## config.mk

```make
export PLATFORM = sky130hd
export DESIGN_NAME = coin_acceptor
export DESIGN_NICKNAME = d
export VERILOG_FILES = /design/src/rtl/coin_pkg.sv /design/src/rtl/coin_debounce.sv /design/src/rtl/coin_acceptor.sv
export SDC_FILE = /design/constraint.sdc
export NUM_CORES = 1
export LEC_CHECK = 0
export CAP_MARGIN = 20
export CORE_MARGIN = 4
export CORE_UTILIZATION = 45
export DETAILED_ROUTE_END_ITERATION = 8
export PLACE_DENSITY = 0.72
export SYNTH_ARGS = -nofsm -noshare
export SYNTH_HDL_FRONTEND = slang
export SYNTH_HIERARCHICAL = 1
export SYNTH_SLANG_ARGS = --single-unit
```

## constraint.sdc

```tcl
create_clock -name clk -period 6.9 [get_ports clk]
set_input_delay 1.035 -clock clk [delete_from_list [all_inputs] [get_ports clk]]
set_output_delay 1.035 -clock clk [all_outputs]
set_load 0.005 [all_outputs]
```

## src/rtl/coin_pkg.sv

```systemverilog
// Shared money codes, output FSM states and coin values for the coin acceptor.
package coin_pkg;

  localparam logic [1:0] MONEY_NONE = 2'b00;
  localparam logic [1:0] MONEY_25   = 2'b01;
  localparam logic [1:0] MONEY_50   = 2'b10;

  localparam logic [7:0] PAISE_25 = 8'd25;
  localparam logic [7:0] PAISE_50 = 8'd50;

  typedef enum logic [1:0] {
    IDLE,
    EMIT,
    GAP
  } out_state_t;

  function automatic logic [7:0] coin_paise(input logic [1:0] code);
    return (code == MONEY_50) ? PAISE_50 : PAISE_25;
  endfunction

  // Saturating 8-bit add: the running total parks at 255 instead of wrapping.
  function automatic logic [7:0] add_sat(input logic [7:0] a, input logic [7:0] b);
    logic [8:0] sum;
    sum = {1'b0, a} + {1'b0, b};
    return sum[8] ? 8'hFF : sum[7:0];
  endfunction

endpackage

```

## src/rtl/coin_debounce.sv

```systemverilog
// Two-flop synchroniser, stability counter and rising-edge strobe for one coin sensor.
module coin_debounce #(
  parameter int DEBOUNCE_CYCLES = 4
) (
  input  logic clk,
  input  logic rst,
  input  logic raw,
  output logic rise
);

  localparam int CW = (DEBOUNCE_CYCLES < 2) ? 1 : $clog2(DEBOUNCE_CYCLES);

  logic          sync1;
  logic          sync2;
  logic          stable;
  logic [CW-1:0] cnt;
  logic          settle;

  // The strobe fires in the cycle the new level is committed, so a coin is
  // pushed on the same edge the debounced level rises.
  assign settle = (sync2 != stable) && (cnt == CW'(DEBOUNCE_CYCLES - 1));
  assign rise   = settle && sync2;

  always_ff @(posedge clk or posedge rst) begin
    if (rst) begin
      sync1  <= 1'b0;
      sync2  <= 1'b0;
      stable <= 1'b0;
      cnt    <= '0;
    end else begin
      sync1 <= raw;
      sync2 <= sync1;
      if (sync2 == stable) begin
        cnt <= '0;
      end else if (settle) begin
        cnt    <= '0;
        stable <= sync2;
      end else begin
        cnt <= cnt + CW'(1);
      end
    end
  end

endmodule

```

## src/rtl/coin_acceptor.sv

```systemverilog
// Coin front end: debounced sensors feed a small coin queue that is emitted one
// spaced coin at a time. Define COIN_TOTAL_EN to add the saturating total_paise output.
module coin_acceptor
  import coin_pkg::*;
#(
  parameter int DEBOUNCE_CYCLES = 4,
  parameter int FIFO_DEPTH      = 4,
  parameter int GAP_CYCLES      = 1
) (
  input  logic                          clk,
  input  logic                          rst,
  input  logic                          coin25_raw,
  input  logic                          coin50_raw,
  input  logic                          accept_en,
  output logic [1:0]                    money,
  output logic                          reject,
  output logic [$clog2(FIFO_DEPTH):0]   fifo_count
`ifdef COIN_TOTAL_EN
  ,
  output logic [7:0]                    total_paise
`endif
);

  localparam int PW   = $clog2(FIFO_DEPTH);
  localparam int CNTW = PW + 1;
  localparam int GW   = $clog2(GAP_CYCLES + 1);

  logic ev25;
  logic ev50;

  coin_debounce #(.DEBOUNCE_CYCLES(DEBOUNCE_CYCLES)) u_db25 (
    .clk  (clk),
    .rst  (rst),
    .raw  (coin25_raw),
    .rise (ev25)
  );

  coin_debounce #(.DEBOUNCE_CYCLES(DEBOUNCE_CYCLES)) u_db50 (
    .clk  (clk),
    .rst  (rst),
    .raw  (coin50_raw),
    .rise (ev50)
  );

  logic [1:0]    mem [FIFO_DEPTH];
  logic [PW-1:0] wr_ptr;
  logic [PW-1:0] rd_ptr;
  out_state_t    state;
  logic [GW-1:0] gap_cnt;
  logic          push_req;
  logic          push;
  logic          pop;
  logic          full;
  logic [1:0]    push_code;

  assign full      = (fifo_count == CNTW'(FIFO_DEPTH));
  assign push_req  = ev25 ^ ev50;
  assign push_code = ev50 ? MONEY_50 : MONEY_25;
  assign pop       = (state == IDLE) && accept_en && (fifo_count != '0);
  // A pop in the same cycle frees the head slot, so a full queue can still take a coin.
  assign push      = push_req && (!full || pop);

  always_ff @(posedge clk) begin
    if (push) begin
      mem[wr_ptr] <= push_code;
    end
  end

  always_ff @(posedge clk or posedge rst) begin
    if (rst) begin
      wr_ptr     <= '0;
      rd_ptr     <= '0;
      fifo_count <= '0;
      reject     <= 1'b0;
    end else begin
      if (push) begin
        wr_ptr <= wr_ptr + PW'(1);
      end
      if (pop) begin
        rd_ptr <= rd_ptr + PW'(1);
      end
      case ({push, pop})
        2'b10:   fifo_count <= fifo_count + CNTW'(1);
        2'b01:   fifo_count <= fifo_count - CNTW'(1);
        default: fifo_count <= fifo_count;
      endcase
      reject <= (ev25 && ev50) || (push_req && !push);
    end
  end

  // Output sequencer: one coin cycle, then GAP_CYCLES+1 idle cycles minimum.
  always_ff @(posedge clk or posedge rst) begin
    if (rst) begin
      state   <= IDLE;
      money   <= MONEY_NONE;
      gap_cnt <= '0;
    end else begin
      case (state)
        IDLE: begin
          if (pop) begin
            money <= mem[rd_ptr];
            state <= EMIT;
          end
        end
        EMIT: begin
          money   <= MONEY_NONE;
          gap_cnt <= GW'(GAP_CYCLES);
          state   <= GAP;
        end
        GAP: begin
          gap_cnt <= gap_cnt - GW'(1);
          if (gap_cnt <= GW'(1)) begin
            state <= IDLE;
          end
        end
        default: begin
          money <= MONEY_NONE;
          state <= IDLE;
        end
      endcase
    end
  end

`ifdef COIN_TOTAL_EN
  always_ff @(posedge clk or posedge rst) begin
    if (rst) begin
      total_paise <= 8'd0;
    end else if (money != MONEY_NONE) begin
      total_paise <= add_sat(total_paise, coin_paise(money));
    end
  end
`endif

endmodule

```

==> results of run 1 <==
-- synthesized netlist by cell type, drive strengths merged (2+ instances only) --
| cell type | n | area share (%) |
|---|---|---|
| o21ai | 7 | 2.6 |
| edfxtp | 8 | 18 |
| nand2 | 8 | 2.2 |
| ha | 7 | 6.5 |
| nor2 | 8 | 2.8 |
| nor2b | 4 | 1.8 |
| nor3 | 4 | 2.2 |
| xor2 | 2 | 1.3 |
| inv | 11 | 3.0 |
| mux4 | 2 | 3.3 |
| dfrtp | 22 | 41 |
| xnor2 | 4 | 2.6 |
| and2 | 4 | 1.8 |
| nand2b | 2 | 0.92 |
-- stage by stage --
step,power [mW],util [%]
after CTS,0.664,56.6
after detailed placement,0.493,53.0
after floorplan,0.432,-
final,0.659,56.6
after global routing,0.708,56.6
after global placement,0.480,53.0
-- critical path, cell delays in order --
cell	delay, ns
sky130_fd_sc_hd__clkdlybuf4s50_1	0.46
sky130_fd_sc_hd__or3b_1	0.52
sky130_fd_sc_hd__nor2_4	0.25
sky130_fd_sc_hd__nand2_1	0.10
sky130_fd_sc_hd__fa_1	0.42
sky130_fd_sc_hd__nor2b_1	0.21
sky130_fd_sc_hd__nand2_1	0.08
sky130_fd_sc_hd__a32oi_1	0.21
sky130_fd_sc_hd__o21ai_1	0.09
-- power breakdown --
part | internal [mW] | switching, mW | leakage (nW)
Clock | 0.112 | 0.0599 | 0.0528
Sequential | 0.231 | 0.0448 | 0.346
Combinational | 0.105 | 0.107 | 0.270
-- state kept, by name, summed over array words and instances (netlist names) --
name,cells
mem,8
fifo_count,3
money,2
rd_ptr,2
state,2
u_db25/cnt,2
u_db50/cnt,2
wr_ptr,2
reject,1
u_db25/stable,1
u_db25/sync1,1
u_db25/sync2,1
u_db50/stable,1
u_db50/sync1,1
u_db50/sync2,1
-- routing by layer --
metal  global-route usage [%]  wire length (um)  share of wire, %  up-vias
met5                        0                 0                 0        -
met2                     18.7               948                48       16
li1                         -                 -                 -      395
met1                     13.3               887                44      380
met4                     9.64                66               3.3        0
met3                     4.68                92               4.6        7
-- worst max-delay path by stage --
stage                     slack (ns)             to
after global placement          3.51  fifo_count[2]
after global routing            3.59  fifo_count[2]
after detailed placement        3.45  fifo_count[2]
final                           3.74  fifo_count[2]
after floorplan                 4.13  fifo_count[2]
after CTS                       3.78  fifo_count[2]
-- final cells by class --
class	instances	area, um2
fill	242	1220
sequential	30	791
multi-input combinational	64	515
timing repair buffer	10	100
clock inverter	3	63.8
inverter	11	41.3
tap	31	38.8
clock buffer	5	37.5
-- cell families (layout without fill, tap and decap cells) --
kind of cell    after synthesis  in the layout  synth area share (%)
buf+inv                      12             29                  3.60
compound gates               14             14                  8.86
mux                           2              2                  3.32
fa+ha+maj                     8              8                  7.94
xor+xnor                      6              6                  3.88
simple gates                 34             34                  14.0
flops                        30             30                  58.4
==> results.sh, run 1 <==
export IMPL_outcome="complete, no violations"
export IMPL_synthArstFlopShare_pct=73.3
export IMPL_postLayoutCellArea_um2=1590
export IMPL_cts_num_sinks=30
export IMPL_whs_endpoint="u_db50/sync2"
export IMPL_pre_cts_setup_slack_ns=3.45
export IMPL_yosys_warnings=6
export IMPL_first_iter_violations=65
export IMPL_max_freq_ghz=0.317
export IMPL_cts_htree_levels=2
export IMPL_layout_setup_ws_ns=3.74
export IMPL_start_kind="primary input"
export IMPL_overflow=0
export IMPL_finalNonFillerCells=154
export IMPL_grt_use_total_pct=12.2
export IMPL_core_area_um2=2810
export IMPL_setup_worst_path_class="in2reg"
export IMPL_route_final_wire_length_um=1990
export IMPL_end_kind="flip-flop"
export IMPL_setup_viol=0
export IMPL_regToRegStartpoint="u_db50/cnt[0]"
export IMPL_report_final_hold_viol_count=0
export IMPL_placed_cells=146
export IMPL_worstMarginPinSlew_ns=0.506
export IMPL_seq_cells_post_synth=30
export IMPL_timing_max_cap_violations=0
export IMPL_fin_setup_tns_ns=0
export IMPL_drv_slew=0
export IMPL_share_of_post_route_cells_with_drive_strength_above_1_pct=13.0
export IMPL_cts_inserted_buffers=5
export IMPL_setup_slack_of_the_most_critical_reg_to_reg_path_ns=4.20
export IMPL_cell_area_after_synthesis_um2=1360
export IMPL_top_level_ports=11
export IMPL_dieArea_um2=3950
export IMPL_wl_per_cell_um=12.9
export IMPL_arrival_ns=3.37
export IMPL_start_util_pct=48.3
export IMPL_dp_final_hpwl_um=1500
export IMPL_cts_tree="yes"
export IMPL_post_dp_cell_area_um2=1490
export IMPL_worst_hold_startpoint="u_db50/sync1"
export IMPL_dr_pass1_iters=4
export IMPL_critical_path_startpoint="accept_en"
export IMPL_antenna_cells=0
export IMPL_cts_max_path_buffers=2
export IMPL_hold_class="reg2reg"
export IMPL_io_buffer_count=10
export IMPL_avgViaCountPerCell=5.18
export IMPL_gp_congestion=0.791
export IMPL_power_static_leakage_nw=0.668
export IMPL_final_period_utilization_pct=45.8
export IMPL_postSynthCellCount=106
export IMPL_clk_transition_reported_paths_ns=0.09
export IMPL_clk_insertion_delay_late_ns=0.33
export IMPL_reg2reg_to="fifo_count[2]"
export IMPL_global_route_wire_length_before_repair_um=3540
export IMPL_hold_worst_slack_ns=0.355
export IMPL_mostFrequentLayoutCells="22 x sky130_fd_sc_hd__dfrtp_1, 11 x sky130_fd_sc_hd__inv_1, 10 x sky130_fd_sc_hd__clkdlybuf4s50_1"
export IMPL_postSynth_topFlopCell="sky130_fd_sc_hd__dfrtp_1"
export IMPL_worstHoldPathCells=0
export IMPL_synth_seq_area_share_pct=58.4
export IMPL_ctsRootBufferMaster="sky130_fd_sc_hd__clkbuf_4"
export IMPL_grt_start_max_net_pins=13
export IMPL_cts_setup_buffers=0
export IMPL_syn_nets=119
export IMPL_worstRegToRegCells=11
export IMPL_core_rowCount=19
export IMPL_syn_to_final_growth_pct=17.2
export IMPL_drc=0
export IMPL_grt_antenna_before_repair=0
export IMPL_nNetsFinal=135
export IMPL_count_of_flip_flops_with_a_built_in_enable_after_synthesis=8
export IMPL_clock_skew_final_ns=0.00291
export IMPL_avgSynthCellArea_um2=12.8
export IMPL_vias_in_the_first_global_route=822
export IMPL_timing_max_slew_rel_slack_pct=66.2
export IMPL_post_synth_cell_types=30
export IMPL_period_minus_slack_ns=3.16
export IMPL_num_vias=798
export IMPL_vert_die_dim_um=62.9
export IMPL_critPathRequiredTime_ns=7.11
export IMPL_timing_critical_path_fanout_max=8
export IMPL_pwr_density_cell_nw_per_um2=415
export IMPL_irDropWorstVdd_uv=224
export IMPL_rsz0062_at_grt="no"
export IMPL_fp_dieW_um=62.9
export IMPL_antenna_left=0
export IMPL_cts_hold_buffers_added=0
export IMPL_cts_resized=0
export IMPL_layout_commonest_cell="sky130_fd_sc_hd__dfrtp_1"
(Power assumes the default switching activity.)
==> run 2: changes to the inputs <==
--- a/config.mk
+++ b/config.mk
@@ -9,7 +9,7 @@
 export CORE_MARGIN = 4
 export CORE_UTILIZATION = 45
 export DETAILED_ROUTE_END_ITERATION = 8
-export PLACE_DENSITY = 0.72
+export PLACE_DENSITY = 0.75
 export SYNTH_ARGS = -nofsm -noshare
 export SYNTH_HDL_FRONTEND = slang
 export SYNTH_HIERARCHICAL = 1
==> constraint.sdc (replaced) <==
create_clock -name clk -period 2.85 [get_ports clk]
set_input_delay 0.4275 -clock clk [delete_from_list [all_inputs] [get_ports clk]]
set_output_delay 0.4275 -clock clk [all_outputs]
set_load 0.005 [all_outputs]
==> run 2 against run 1 <==
  * Clock skew grew 0.0018 ns
  * Utilization shrank 1.2 points
  * Clock power grew 36%
  * Sequential share of layout area grew 1.0 points
  * Die area is the same
  * Total power grew 120%
  * Critical path depth grew 2
  * Sequential cell count is the same
  * Non-clock buffer count grew 2
  * Wire length grew 5.3%
  * Setup slack lost 3.4 ns
  * Critical endpoint unchanged
==> results.sh, run 2 (synthesis gave the netlist of run 1 again) <==
export IMPL_fp_dieW_um=62.9
export IMPL_final_core_utilization_pct=55.4
export IMPL_mostFrequentLayoutCells="22 x sky130_fd_sc_hd__dfrtp_1, 11 x sky130_fd_sc_hd__inv_1, 10 x sky130_fd_sc_hd__clkdlybuf4s50_1"
export IMPL_reg2reg_to="fifo_count[2]"
export IMPL_timing_max_cap_violations=0
export IMPL_cts_htree_levels=2
export IMPL_nFillCells=237
export IMPL_ctsRootBufferMaster="sky130_fd_sc_hd__clkbuf_4"
export IMPL_critPathRequiredTime_ns=3.05
export IMPL_antenna_left=0
export IMPL_dr_pass1_iters=4
export IMPL_irDropWorstVdd_uv=379
export IMPL_timing_critical_path_fanout_max=6
export IMPL_syn_to_final_growth_pct=14.8
export IMPL_multi_input_area_um2=515
export IMPL_worstMarginPinSlew_ns=0.506
export IMPL_clk_transition_reported_paths_ns=0.09
export IMPL_layout_setup_ws_ns=0.301
export IMPL_gp_congestion=0.768
export IMPL_wl_per_cell_um=13.5
export IMPL_placed_cells=148
export IMPL_setup_viol=0
export IMPL_cts_max_path_buffers=2
export IMPL_pre_cts_setup_slack_ns=0.139
export IMPL_reg_largest_list="mem (8), fifo_count (3)"
export IMPL_hold_worst_slack_ns=0.353
export IMPL_finalNonFillerCells=156
export IMPL_timing_max_slew_rel_slack_pct=66.3
export IMPL_grt_use_total_pct=13.1
export IMPL_layout_commonest_cell="sky130_fd_sc_hd__dfrtp_1"
export IMPL_pwr_density_cell_nw_per_um2=919
export IMPL_rsz0062_at_grt="no"
export IMPL_cts_tree="yes"
export IMPL_cts_hold_buffers_added=0
export IMPL_end_kind="flip-flop"
export IMPL_cts_setup_buffers=0
export IMPL_first_iter_violations=32
export IMPL_core_rowCount=19
export IMPL_drc=0
export IMPL_cts_resized=0
export IMPL_period_minus_slack_ns=2.55
export IMPL_final_period_utilization_pct=89.4
export IMPL_top_level_ports=11
export IMPL_num_vias=796
export IMPL_regToRegStartpoint="u_db50/cnt[0]"
export IMPL_outcome="complete, no violations"
export IMPL_nNetsFinal=137
export IMPL_avgViaCountPerCell=5.10
export IMPL_report_final_hold_viol_count=0
export IMPL_register_area_um2=791
export IMPL_cts_num_sinks=30
export IMPL_worstRegToRegCells=11
export IMPL_start_util_pct=48.3
export IMPL_start_kind="flip-flop"
export IMPL_top_register="mem"
export IMPL_dieArea_um2=3950
export IMPL_core_area_um2=2810
export IMPL_io_buffer_count=10
export IMPL_max_freq_ghz=0.392
export IMPL_hold_class="in2async"
export IMPL_drv_slew=0
export IMPL_power_static_leakage_nw=0.654
export IMPL_global_route_wire_length_before_repair_um=3800
export IMPL_dp_final_hpwl_um=1580
export IMPL_grt_start_max_net_pins=13
export IMPL_vert_die_dim_um=62.9
export IMPL_fin_setup_tns_ns=0
export IMPL_setup_worst_path_class="reg2reg"
export IMPL_arrival_ns=2.75
export IMPL_grt_antenna_before_repair=0
export IMPL_vias_in_the_first_global_route=874
export IMPL_route_final_wire_length_um=2100
export IMPL_largest_reg_flops=8
export IMPL_share_of_post_route_cells_with_drive_strength_above_1_pct=14.4
export IMPL_overflow=0
export IMPL_clk_insertion_delay_late_ns=0.32
export IMPL_setup_slack_of_the_most_critical_reg_to_reg_path_ns=0.30
export IMPL_antenna_cells=0
export IMPL_clock_skew_final_ns=0.00469
export IMPL_cts_inserted_buffers=5
==> run 2: worst max-delay path, cell delays in order (launching register included) <==
cell                      delay [ns]
sky130_fd_sc_hd__dfrtp_1        0.41
sky130_fd_sc_hd__ha_1           0.24
sky130_fd_sc_hd__nand2_1        0.09
sky130_fd_sc_hd__nor2_1         0.05
sky130_fd_sc_hd__ha_1           0.36
sky130_fd_sc_hd__inv_1          0.20
sky130_fd_sc_hd__nand2_1        0.09
sky130_fd_sc_hd__fa_1           0.40
sky130_fd_sc_hd__nor2b_1        0.21
sky130_fd_sc_hd__nand2_1        0.08
sky130_fd_sc_hd__a32oi_1        0.19
sky130_fd_sc_hd__o21ai_1        0.09
==> run 2: layout make-up <==
cell class / count / area share (%)
Sequential cell: 30 / 50.8
Multi-Input combinational cell: 64 / 33.1
Timing Repair Buffer: 12 / 7.40
Inverter: 11 / 2.65
Tap cell: 31 / 2.49
Clock buffer: 5 / 2.41
Clock inverter: 3 / 1.05
==> run 2: layer usage <==
metal	track usage (%)	vias up	share of wire, %
met4	6.89	0	2.8
met1	13.9	376	42
met3	6.47	6	4.8
li1	-	399	-
met5	0	-	0
met2	21.1	15	50
==> run 2: stage by stage <==
stage / total power, mW / cell area [um2]
global route: 1.56 / 1560
global placement: 1.17 / 1500
finish: 1.43 / 1560
floorplan: 1.05 / 1360
CTS: 1.46 / 1560
detailed placement: 1.21 / 1500
==> run 2: worst max-delay path by stage <==
stage,startpoint,end,slack (ns),depth (start not counted)
after floorplan,u_db50/cnt[0],fifo_count[2],0.47,11
after global placement,accept_en,fifo_count[2],0.23,9
after detailed placement,accept_en,fifo_count[2],0.14,9
after CTS,u_db50/cnt[0],fifo_count[1],0.30,9
after global routing,u_db25/cnt[0],fifo_count[2],0.08,11
final,u_db50/cnt[0],fifo_count[2],0.30,11
==> run 2: report_power, final <==
| group | switching, mW | internal [mW] | total [mW] |
|---|---|---|---|
| clock network | 0.141 | 0.0914 | 0.232 |
| logic | 0.261 | 0.265 | 0.526 |
| registers | 0.112 | 0.559 | 0.671 |
| total | 0.513 | 0.916 | 1.43 |
==> run 3: changes to the inputs <==
--- a/config.mk
+++ b/config.mk
@@ -9,6 +9,7 @@
 export CORE_MARGIN = 4
 export CORE_UTILIZATION = 45
 export DETAILED_ROUTE_END_ITERATION = 8
+export GPL_ROUTABILITY_DRIVEN = 0
 export PLACE_DENSITY = 0.75
 export SYNTH_ARGS = -nofsm -noshare
 export SYNTH_HDL_FRONTEND = slang
==> results of run 3 <==
Same layout as run 2: the final DEF is identical, and so are final timing and power.
